[config.mk]
export PLATFORM = sky130hd
export DESIGN_NAME = spi_flash_responder
export DESIGN_NICKNAME = d
export VERILOG_FILES = /design/src/rtl/spi_flash_responder.sv
export SDC_FILE = /design/constraint.sdc
export NUM_CORES = 1
export LEC_CHECK = 0
export CAP_MARGIN = 20
export CORE_UTILIZATION = 55
export CTS_CLUSTER_SIZE = 40
export DETAILED_ROUTE_END_ITERATION = 16
export DONT_BUFFER_PORTS = 1
export HOLD_SLACK_MARGIN = 0.06
export MAX_ROUTING_LAYER = met4
export PLACE_DENSITY = 0.7
export SLEW_MARGIN = 25
export SYNTH_ARGS = -nofsm -noshare
export SYNTH_HDL_FRONTEND = slang
export SYNTH_SLANG_ARGS = --single-unit
[constraint.sdc]
create_clock -name clock -period 2.6 [get_ports clock]
set_input_delay 0.39 -clock clock [delete_from_list [all_inputs] [get_ports clock]]
set_output_delay 0.39 -clock clock [all_outputs]
set_load 0.01 [all_outputs]
[src/rtl/spi_flash_responder.sv]
// spi_flash_responder
//   SPI mode-3 target that behaves like a serial configuration flash. It
//   understands wake-up (0xAB), deep power-down (0xB9) and READ (0x03 plus a
//   24-bit address), and serves read data from a byte-wide synchronous memory.
//
// Optional build macro: SPI_FLASH_RESPONDER_FAST_READ_EN
//   When defined, FAST READ (0x0B) is accepted. It takes an address, then 8
//   dummy clocks, then data. When undefined, 0x0B is an unsupported opcode.
//
// Ports
//   clock, reset_n          system clock, async active-low reset
//   spi_clk/cs_n/mosi       SPI inputs (asynchronous, synchronized here)
//   spi_miso, spi_miso_oe   serial data out, high-drive enable during data
//   mem_addr, mem_rd_en     memory read request (one-clock strobe)
//   mem_rdata               memory data, valid one clock after mem_rd_en
//   powered_down, busy      power state and wake-up timer status
//   cmd_valid, cmd_opcode   opcode-complete pulse and last opcode
//
// state    | meaning
// ---------+-----------------------------------------------------------
// S_IDLE   | chip select high, waiting for a frame
// S_OPCODE | shifting in the 8 opcode bits
// S_ADDR   | shifting in the 24 address bits
// S_DUMMY  | FAST READ dummy clocks (only with the fast-read macro)
// S_DATA   | shifting out memory bytes, address auto-increments
// S_IGNORE | frame rejected or finished decoding, wait for cs_n high
module spi_flash_responder #(
   parameter bit RESET_POWERED_DOWN = 1'b1,
   parameter int WAKE_CLOCKS        = 875,
   parameter bit MISO_IDLE          = 1'b1
) (
   input  logic        clock,
   input  logic        reset_n,
   input  logic        spi_clk,
   input  logic        spi_cs_n,
   input  logic        spi_mosi,
   output logic        spi_miso,
   output logic        spi_miso_oe,
   output logic [23:0] mem_addr,
   output logic        mem_rd_en,
   input  logic [7:0]  mem_rdata,
   output logic        powered_down,
   output logic        busy,
   output logic        cmd_valid,
   output logic [7:0]  cmd_opcode
);
   localparam int BW = (WAKE_CLOCKS > 1) ? $clog2(WAKE_CLOCKS + 1) : 1;

   localparam logic [7:0] OP_READ  = 8'h03;
   localparam logic [7:0] OP_WAKE  = 8'hAB;
   localparam logic [7:0] OP_SLEEP = 8'hB9;
`ifdef SPI_FLASH_RESPONDER_FAST_READ_EN
   localparam logic [7:0] OP_FAST  = 8'h0B;
`endif

   typedef enum logic [2:0] {
      S_IDLE, S_OPCODE, S_ADDR, S_DATA, S_IGNORE
`ifdef SPI_FLASH_RESPONDER_FAST_READ_EN
      , S_DUMMY
`endif
   } state_t;

   typedef enum logic [1:0] {P_NONE, P_SLEEP, P_WAKE} pend_t;

   logic [1:0] clk_sync, cs_sync, mosi_sync;
   logic       clk_prev, cs_prev;
   logic       sclk_rise, sclk_fall, cs_fall, cs_rise, mosi_bit;

   always_ff @(posedge clock or negedge reset_n) begin
      if (!reset_n) begin
         clk_sync  <= 2'b11;
         cs_sync   <= 2'b11;
         mosi_sync <= 2'b00;
         clk_prev  <= 1'b1;
         cs_prev   <= 1'b1;
      end else begin
         clk_sync  <= {clk_sync[0], spi_clk};
         cs_sync   <= {cs_sync[0], spi_cs_n};
         mosi_sync <= {mosi_sync[0], spi_mosi};
         clk_prev  <= clk_sync[1];
         cs_prev   <= cs_sync[1];
      end
   end

   assign sclk_rise = clk_sync[1] & ~clk_prev;
   assign sclk_fall = ~clk_sync[1] & clk_prev;
   assign cs_fall   = ~cs_sync[1] & cs_prev;
   assign cs_rise   = cs_sync[1] & ~cs_prev;
   assign mosi_bit  = mosi_sync[1];

   state_t          state;
   pend_t           pend;
   logic [6:0]      op_sr;
   logic [22:0]     addr_sr;
   logic [7:0]      tx_sr;
   logic [4:0]      bit_cnt;
   logic [3:0]      frame_bits;   // rising edges in this frame, saturating
   logic            rd_req;
   logic            rd_dly;
   logic [BW-1:0]   busy_cnt;
   logic [7:0]      op_next;
`ifdef SPI_FLASH_RESPONDER_FAST_READ_EN
   logic            fast;
`endif

   assign op_next = {op_sr, mosi_bit};

   always_ff @(posedge clock or negedge reset_n) begin
      if (!reset_n) begin
         state        <= S_IDLE;
         pend         <= P_NONE;
         op_sr        <= '0;
         addr_sr      <= '0;
         tx_sr        <= '0;
         bit_cnt      <= '0;
         frame_bits   <= '0;
         rd_req       <= 1'b0;
         rd_dly       <= 1'b0;
         busy_cnt     <= '0;
         spi_miso     <= MISO_IDLE;
         spi_miso_oe  <= 1'b0;
         mem_addr     <= '0;
         mem_rd_en    <= 1'b0;
         powered_down <= RESET_POWERED_DOWN;
         busy         <= 1'b0;
         cmd_valid    <= 1'b0;
         cmd_opcode   <= '0;
`ifdef SPI_FLASH_RESPONDER_FAST_READ_EN
         fast         <= 1'b0;
`endif
      end else begin
         cmd_valid <= 1'b0;
         rd_req    <= 1'b0;
         mem_rd_en <= rd_req;
         rd_dly    <= mem_rd_en;

         if (busy) begin
            busy_cnt <= busy_cnt - BW'(1);
            if (busy_cnt == BW'(1)) busy <= 1'b0;
         end

         if (cs_rise) begin
            // End of frame wins over any byte completing in the same clock.
            state       <= S_IDLE;
            spi_miso_oe <= 1'b0;
            spi_miso    <= MISO_IDLE;
            rd_req      <= 1'b0;
            pend        <= P_NONE;
            if (frame_bits == 4'd8) begin
               if (pend == P_SLEEP) begin
                  powered_down <= 1'b1;
               end else if (pend == P_WAKE) begin
                  powered_down <= 1'b0;
                  busy         <= (WAKE_CLOCKS > 0);
                  busy_cnt     <= BW'(WAKE_CLOCKS);
               end
            end
         end else begin
            if (sclk_rise && frame_bits != 4'hF) frame_bits <= frame_bits + 4'd1;

            case (state)
               S_IDLE: begin
                  if (cs_fall) begin
                     state      <= S_OPCODE;
                     bit_cnt    <= '0;
                     frame_bits <= '0;
                     pend       <= P_NONE;
                  end
               end

               S_OPCODE: begin
                  if (sclk_rise) begin
                     op_sr   <= op_next[6:0];
                     bit_cnt <= bit_cnt + 5'd1;
                     if (bit_cnt == 5'd7) begin
                        bit_cnt    <= '0;
                        cmd_valid  <= 1'b1;
                        cmd_opcode <= op_next;
                        state      <= S_IGNORE;
                        // Powered down: only wake-up survives, the rest drop.
                        if (op_next == OP_WAKE) begin
                           pend <= P_WAKE;
                        end else if (!powered_down) begin
                           if (op_next == OP_SLEEP) begin
                              pend <= P_SLEEP;
                           end else if (!busy && op_next == OP_READ) begin
                              state <= S_ADDR;
`ifdef SPI_FLASH_RESPONDER_FAST_READ_EN
                              fast  <= 1'b0;
                           end else if (!busy && op_next == OP_FAST) begin
                              state <= S_ADDR;
                              fast  <= 1'b1;
`endif
                           end
                        end
                     end
                  end
               end

               S_ADDR: begin
                  if (sclk_rise) begin
                     addr_sr <= {addr_sr[21:0], mosi_bit};
                     bit_cnt <= bit_cnt + 5'd1;
                     if (bit_cnt == 5'd23) begin
                        bit_cnt  <= '0;
                        mem_addr <= {addr_sr, mosi_bit};
`ifdef SPI_FLASH_RESPONDER_FAST_READ_EN
                        if (fast) begin
                           state <= S_DUMMY;
                        end else begin
                           state       <= S_DATA;
                           spi_miso_oe <= 1'b1;
                           rd_req      <= 1'b1;
                        end
`else
                        state       <= S_DATA;
                        spi_miso_oe <= 1'b1;
                        rd_req      <= 1'b1;
`endif
                     end
                  end
               end

`ifdef SPI_FLASH_RESPONDER_FAST_READ_EN
               S_DUMMY: begin
                  if (sclk_rise) begin
                     bit_cnt <= bit_cnt + 5'd1;
                     if (bit_cnt == 5'd7) begin
                        bit_cnt     <= '0;
                        state       <= S_DATA;
                        spi_miso_oe <= 1'b1;
                        rd_req      <= 1'b1;
                     end
                  end
               end
`endif

               S_DATA: begin
                  if (sclk_fall) begin
                     spi_miso <= tx_sr[7];
                     tx_sr    <= {tx_sr[6:0], 1'b0};
                  end
                  if (sclk_rise) begin
                     bit_cnt <= bit_cnt + 5'd1;
                     if (bit_cnt == 5'd7) begin
                        bit_cnt  <= '0;
                        mem_addr <= mem_addr + 24'd1;
                        rd_req   <= 1'b1;
                     end
                  end
               end

               S_IGNORE: ;

               default: state <= S_IDLE;
            endcase
         end

         // The prefetched byte lands well before the next falling edge.
         if (rd_dly) tx_sr <= mem_rdata;
      end
   end
endmodule

==> results of run 1 <==
-- power groups by stage --
stage                     combinational, mW  sequential (mW)  clock (mW)
after global routing                  0.379             1.94        1.18
after CTS                             0.329             1.92        1.12
after detailed placement              0.325             1.95           0
after global placement                0.313             1.95           0
final                                 0.333             1.92        1.09
after floorplan                       0.300             1.90           0
-- metal layers --
| metal | up-vias | wire length [um] |
|---|---|---|
| met5 | - | 0 |
| met4 | 0 | 140 |
| met3 | 13 | 606 |
| met2 | 102 | 5180 |
| met1 | 1958 | 4650 |
| li1 | 1863 | - |
-- critical path: stages (launching register included) --
cell and delay, ns:
dfstp_2 0.54, inv_1 0.04, ha_1 0.24, nor3b_1 0.31
nand4_1 0.33, clkinv_1 0.13, buf_4 0.27, mux2i_1 0.21
nand3_1 0.09
-- what timing repair did --
item | 4_1_cts | 5_1_grt
endpoints found under the hold margin | 113 | 110
resized for setup | 0 | 1
endpoints found under the setup margin | 0 | 14
-- cells in the mapped netlist, types with 8 or more instances --
cell type,instances,area [um2]
inv_1,11,41.3
mux2i_1,15,150
nor2_1,33,124
buf_2,9,45.0
dfstp_2,8,210
nand2_1,45,169
dfrtp_1,102,2550
clkbuf_1,14,52.6
nand3_1,26,130
a21oi_1,24,120
nand4_1,11,68.8
ha_1,10,125
o21ai_0,25,125
mux2_2,39,439
-- cells in the final DEF, fill, tap and decap left out, types with 3 or more instances in the layout --
cell type      count
a22o_1             3
mux2i_1           15
dfrtp_1          102
nor3_1             7
nor3b_1            6
nand2b_1           7
a311oi_1           3
a211oi_1           6
a31oi_1            4
nand3_1           26
and3b_1            3
nand2_1           45
and3_1             7
ha_1              10
a2bb2oi_1          4
nor4bb_1           3
o31ai_1            5
dfstp_2            8
a21o_1             3
nor2_1            32
o21ai_0           25
nand3b_1           5
buf_4             11
or3_1              6
dlygate4sd3_1      3
nand4_1           11
a21oi_1           24
or2_2              3
inv_1             11
nor4_1             7
mux2_2            39
and2_1             5
nor4b_1            3
o22ai_1            6
xnor2_1            6
clkbuf_8           9
-- metrics by stage --
stage               cell area [um2]  cells  worst slack, ns  util [%]
floorplan                      5380    508            0.430         -
global placement               5550    624            0.237      59.2
detailed placement             5550    624            0.136      59.2
CTS                            5790    643            0.132      61.8
global route                   5790    643           0.0369      61.8
finish                         5790    643            0.281      61.8
-- flip-flops by register name (all words and copies together), names as in the netlist, 3 cells and up --
name,flops
frame_bits,4
state,3
cmd_opcode,8
addr_sr,23
busy_cnt,10
mem_addr,24
op_sr,7
tx_sr,8
bit_cnt,5
-- kinds of logic (layout without fill, tap and decap cells) --
family | Yosys count | count (layout) | synth area share, %
mux | 54 | 54 | 11.0
fa+ha+maj | 10 | 10 | 2.33
compound gates | 94 | 94 | 11.1
buf+inv | 37 | 43 | 2.86
flops | 110 | 110 | 51.3
xor+xnor | 8 | 8 | 1.30
simple gates | 195 | 195 | 20.2
-- area by class of cell --
class                   instances  area (um2)
fillers                       798        3580
flip-flops and latches        110        2760
multi-input cells             361        2480
well taps                     129         161
repair buffers                 15         133
clock buffers                   9         124
clock inverters                 7        90.1
inverters                      12        45.0
-- worst min-delay path by stage --
stage	startpoint	endpoint
after floorplan	reset_n	addr_sr[0]
after global placement	reset_n	bit_cnt[1]
after detailed placement	reset_n	frame_bits[2]
after CTS	reset_n	mem_addr[1]
after global routing	reset_n	frame_bits[3]
final	reset_n	frame_bits[3]
==> run_results.csv, run 1 <==
group,metric,value,unit
global_routing,grt_first_pass_wirelength,17900,um
min_path,min_path_type,"in2async",
sta,rsz0062_at_grt,"false",
yosys,ys.flop_type,"dfrtp_1",
pwr,p_seq_share,57.4,%
setup_path,cp-endpoint,"mem_addr[17]",
pwr,internal-power,2.43,mW
floorplanning,ios,51,
cts,clock_latency,0.37,ns
yosys,synth_edf_count,0,
pwr,p_leak,2.56,nW
route,viasPerCell,6.12,
yosys,ys_seq_area_share,51.3,%
global_routing,use_met1,29.7,%
global_routing,grt_max_degree,111,
pwr,p_per_area,576,nW/um2
pwr,combPwrFrac,10.0,%
setup_path,worstSetupStartpoint,"cs_prev",
sta,slew_viol_final,0,
route,drc_errors,0,
setup_path,startpoint_type,"register",
yosys,synth_seq_cells,110,
sta,relSlewSlack,56.7,%
yosys,async_reset_ff_share,100,%
sta,setup_viol,0,
yosys,avgSynthCellArea,10.6,um2
cts,clk_pin_slew,0.11,ns
place,place_congestion,0.831,
cts,ctsHoldBuffers,3,
yosys,syn_area,5380,um2
yosys,synth_warnings,0,
sta,fmax,0.431,GHz
global_routing,grt_most_used_layer,"met2",
setup_path,path_class,"reg2reg",
final_layout,area_growth,7.67,%
setup_path,reg2reg_depth,8,
yosys,synth_cell_types,61,
cts,htreeDepth,3,
route,wl_per_cell,16.5,um
floorplanning,core_area,9370,um2
global_routing,grt_pass1_vias,3815,
global_routing,grt_antenna_before_repair,0,
place,numPortBuffers,0,
cts,cts_tree,"done",
floorplanning,dieArea,10200,um2
route,drt_iter0_drc,198,
pwr,finalPower,3.34,mW
route,first_pass_iters,5,
cts,cts_root_buf,"clkbuf_8",
pwr,ir_worst_vdd,348,uV
floorplanning,chipWidth,101,um
sta,min_period,2.32,ns
route,finalWirelength,10600,um
status,outcome,"complete, but fails checks",
global_routing,grt.overflow.total,0,
place,hpwl,7160,um
setup_path,cp.required,2.84,ns
run,max_cap_violations,0,
status,violations,"negative hold slack",
sta,finalHoldViolCount,110,
yosys,mappedNetlistNets,531,
global_routing,use_met3,5.41,%
setup_path,rr_endpoint,"mem_addr[17]",
cts,numCtsBuffers,9,
global_routing,grt_use_total,23.3,%
setup_path,r2r_start,"cs_prev",
final_layout,fin_nets,532,
setup_path,cp.arrival,2.56,ns
cts,numClockSinks,110,
setup_path,endpoint_kind,"register",
floorplanning,num_rows,35,
pwr,pwr-share-clk,32.6,%
floorplanning,chipHeight,101,um
final_layout,drive_above_1_share,17.7,%
setup_path,path_max_fanout,22,
cts,post-cts-setup-buffer-count,0,
sta,post-route-period-util,89.2,%
setup_path,reg2reg_slack,0.28,ns
pwr,switching_share,27.1,%
sta,skew,0.00930,ns
yosys,syn_inst,508,
sta,hold_slack,-0.297,ns
route,ant_nets,0,
sta,tns,0,ns
final_layout,antenna_cells,0,
global_routing,use_met2,36.6,%
cts,cts_buffer_depth,2,
route,num_vias,3936,
pwr,p_switching,0.907,mW
sta,tightest_slew,0.648,ns
floorplanning,start_util,57.4,%
No activity file was read; power rests on OpenSTA's default activity.
==> run 2: changes to the inputs <==
Settings changed: GPL_TIMING_DRIVEN set to 0.
==> run 2 against run 1 <==
  * The run still ends with negative hold slack left
  * Hold slack lost 0.011 ns
  * Critical path depth is the same
  * Global-route usage is 1.3 points higher
  * Clock-buffer cell count is 3 higher
  * Cell area shrank 0.30%
  * First-iteration DRC count grew 20%
  * Sequential power about the same
  * Cell count grew 1.9%
  * Clock skew grew 0.012 ns
  * Non-clock buffer count increased by 12
  * Critical endpoint is now addr_sr[2]
  * Highest routed layer unchanged
==> run_results.csv, run 2 (synthesis gave the netlist of run 1 again) <==
group,metric,value,unit
route,num_vias,3944,
place,numPortBuffers,0,
cts,numClockSinks,110,
route,drc_errors,0,
final_layout,fillers,822,
final_layout,largestRegisters,"mem_addr: 24 flops, addr_sr: 23 flops, busy_cnt: 10 flops",
route,finalWirelength,11300,um
status,outcome,"complete, but fails checks",
setup_path,cp.arrival,2.68,ns
sta,hold_slack,-0.308,ns
floorplanning,chipWidth,101,um
setup_path,startpoint_type,"register",
cts,clock_latency,0.38,ns
floorplanning,ios,51,
pwr,p_per_area,572,nW/um2
min_path,min_path_type,"in2async",
cts,cts_tree,"done",
sta,min_period,2.43,ns
floorplanning,num_rows,35,
final_layout,final_cells,655,
status,violations,"negative hold slack",
sta,tightest_slew,0.855,ns
run,max_cap_violations,0,
sta,slew_viol_final,0,
sta,relSlewSlack,42.6,%
global_routing,grt.overflow.total,0,
cts,ctsHoldBuffers,3,
place,hpwl,7880,um
sta,post-route-period-util,93.3,%
sta,finalHoldViolCount,110,
final_layout,fin_nets,544,
sta,rsz0062_at_grt,"false",
sta,tns,0,ns
floorplanning,core_area,9370,um2
route,wl_per_cell,17.3,um
cts,clk_pin_slew,0.11,ns
final_layout,antenna_cells,0,
sta,setup_viol,0,
global_routing,grt_pass1_vias,3793,
final_layout,top_register,"mem_addr",
route,viasPerCell,6.02,
final_layout,final_common_cell,"dfrtp_1",
cts,post-cts-setup-buffer-count,0,
global_routing,grt_antenna_before_repair,0,
route,first_pass_iters,5,
route,ant_nets,0,
cts,cts_root_buf,"clkbuf_8",
setup_path,path_max_fanout,10,
global_routing,grt_max_degree,111,
final_layout,drive_above_1_share,16.5,%
pwr,p_leak,2.56,nW
cts,htreeDepth,3,
setup_path,endpoint_kind,"register",
floorplanning,chipHeight,101,um
setup_path,path_class,"reg2reg",
cts,numCtsBuffers,9,
final_layout,area_growth,7.35,%
sta,skew,0.0216,ns
sta,fmax,0.412,GHz
floorplanning,dieArea,10200,um2
pwr,ir_worst_vdd,402,uV
setup_path,cp.required,2.86,ns
route,drt_iter0_drc,237,
cts,cts_buffer_depth,2,
place,place_congestion,0.932,
global_routing,grt_first_pass_wirelength,18600,um
global_routing,grt_use_total,24.6,%
final_layout,largest_reg_flops,24,
final_layout,mostFrequentLayoutCells,"dfrtp_1 (102), nand2_1 (45), mux2_2 (39)",
floorplanning,start_util,57.4,%
place,dp.cells,637,
==> run 2: cell count changes in the layout (fill, tap and decap cells not counted), moves of 2 or more <==
cell,before,now
clkbuf_1,0,14
buf_2,0,10
buf_4,11,1
inv_8,2,0
==> run 2: routing by layer <==
metal,global-route usage (%),vias up,wire (um)
met1,32.9,1960,5080
met2,37.6,89,5480
met4,7.02,0,151
met3,5.89,13,588
li1,-,1882,-
met5,-,-,0
==> run 2: area by class of cell <==
class	count	area, um2	share of cell area, %
clock inverters	4	55.1	0.953
multi-input cells	361	2470	42.8
clock buffers	12	145	2.51
well taps	129	161	2.79
repair buffers	3	30.0	0.520
plain buffers	24	108	1.86
inverters	12	45.0	0.780
flip-flops and latches	110	2760	47.8
==> run 2: power breakdown <==
group	total [mW]	switching [mW]	internal, mW
clock network	1.04	0.562	0.478
logic	0.373	0.202	0.171
registers	1.89	0.0922	1.80
==> run 2: metrics by stage <==
step	area, um2	power, mW	setup slack [ns]	util [%]
finish	5780	3.30	0.174	61.6
global route	5780	3.46	0.0515	61.6
CTS	5770	3.33	0.0284	61.6
detailed placement	5540	2.29	0.0483	59.1
global placement	5540	2.26	0.0560	59.1
floorplan	5380	2.20	0.430	-
==> run 2: path summary, 6_finish.rpt <==
kind                              start            to  slack, ns  cells after the start
max in group asynchronous       reset_n      clk_prev       2.70                      0
min in group clock         mem_rdata[6]      tx_sr[6]       0.16                      2
max                             cs_prev    addr_sr[2]       0.17                      8
max reg2reg                     cs_prev    addr_sr[2]       0.17                      8
min reg2reg                mosi_sync[0]  mosi_sync[1]       0.35                      0
min                             reset_n   addr_sr[14]      -0.31                      0
==> run 2: repair_timing <==
action	in CTS	in global routing
resized for setup	1	3
endpoints found under the setup margin	1	34
hold endpoints to repair	113	110
pin swaps	0	0
==> run 2: worst max-delay path, stage by stage (launching register included) <==
cell      delay, ns
dfstp_2        0.54
inv_1          0.04
ha_1           0.17
clkbuf_1       0.23
nor3b_2        0.28
nand2_1        0.08
nor2_1         0.27
buf_2          0.33
mux2_2         0.37
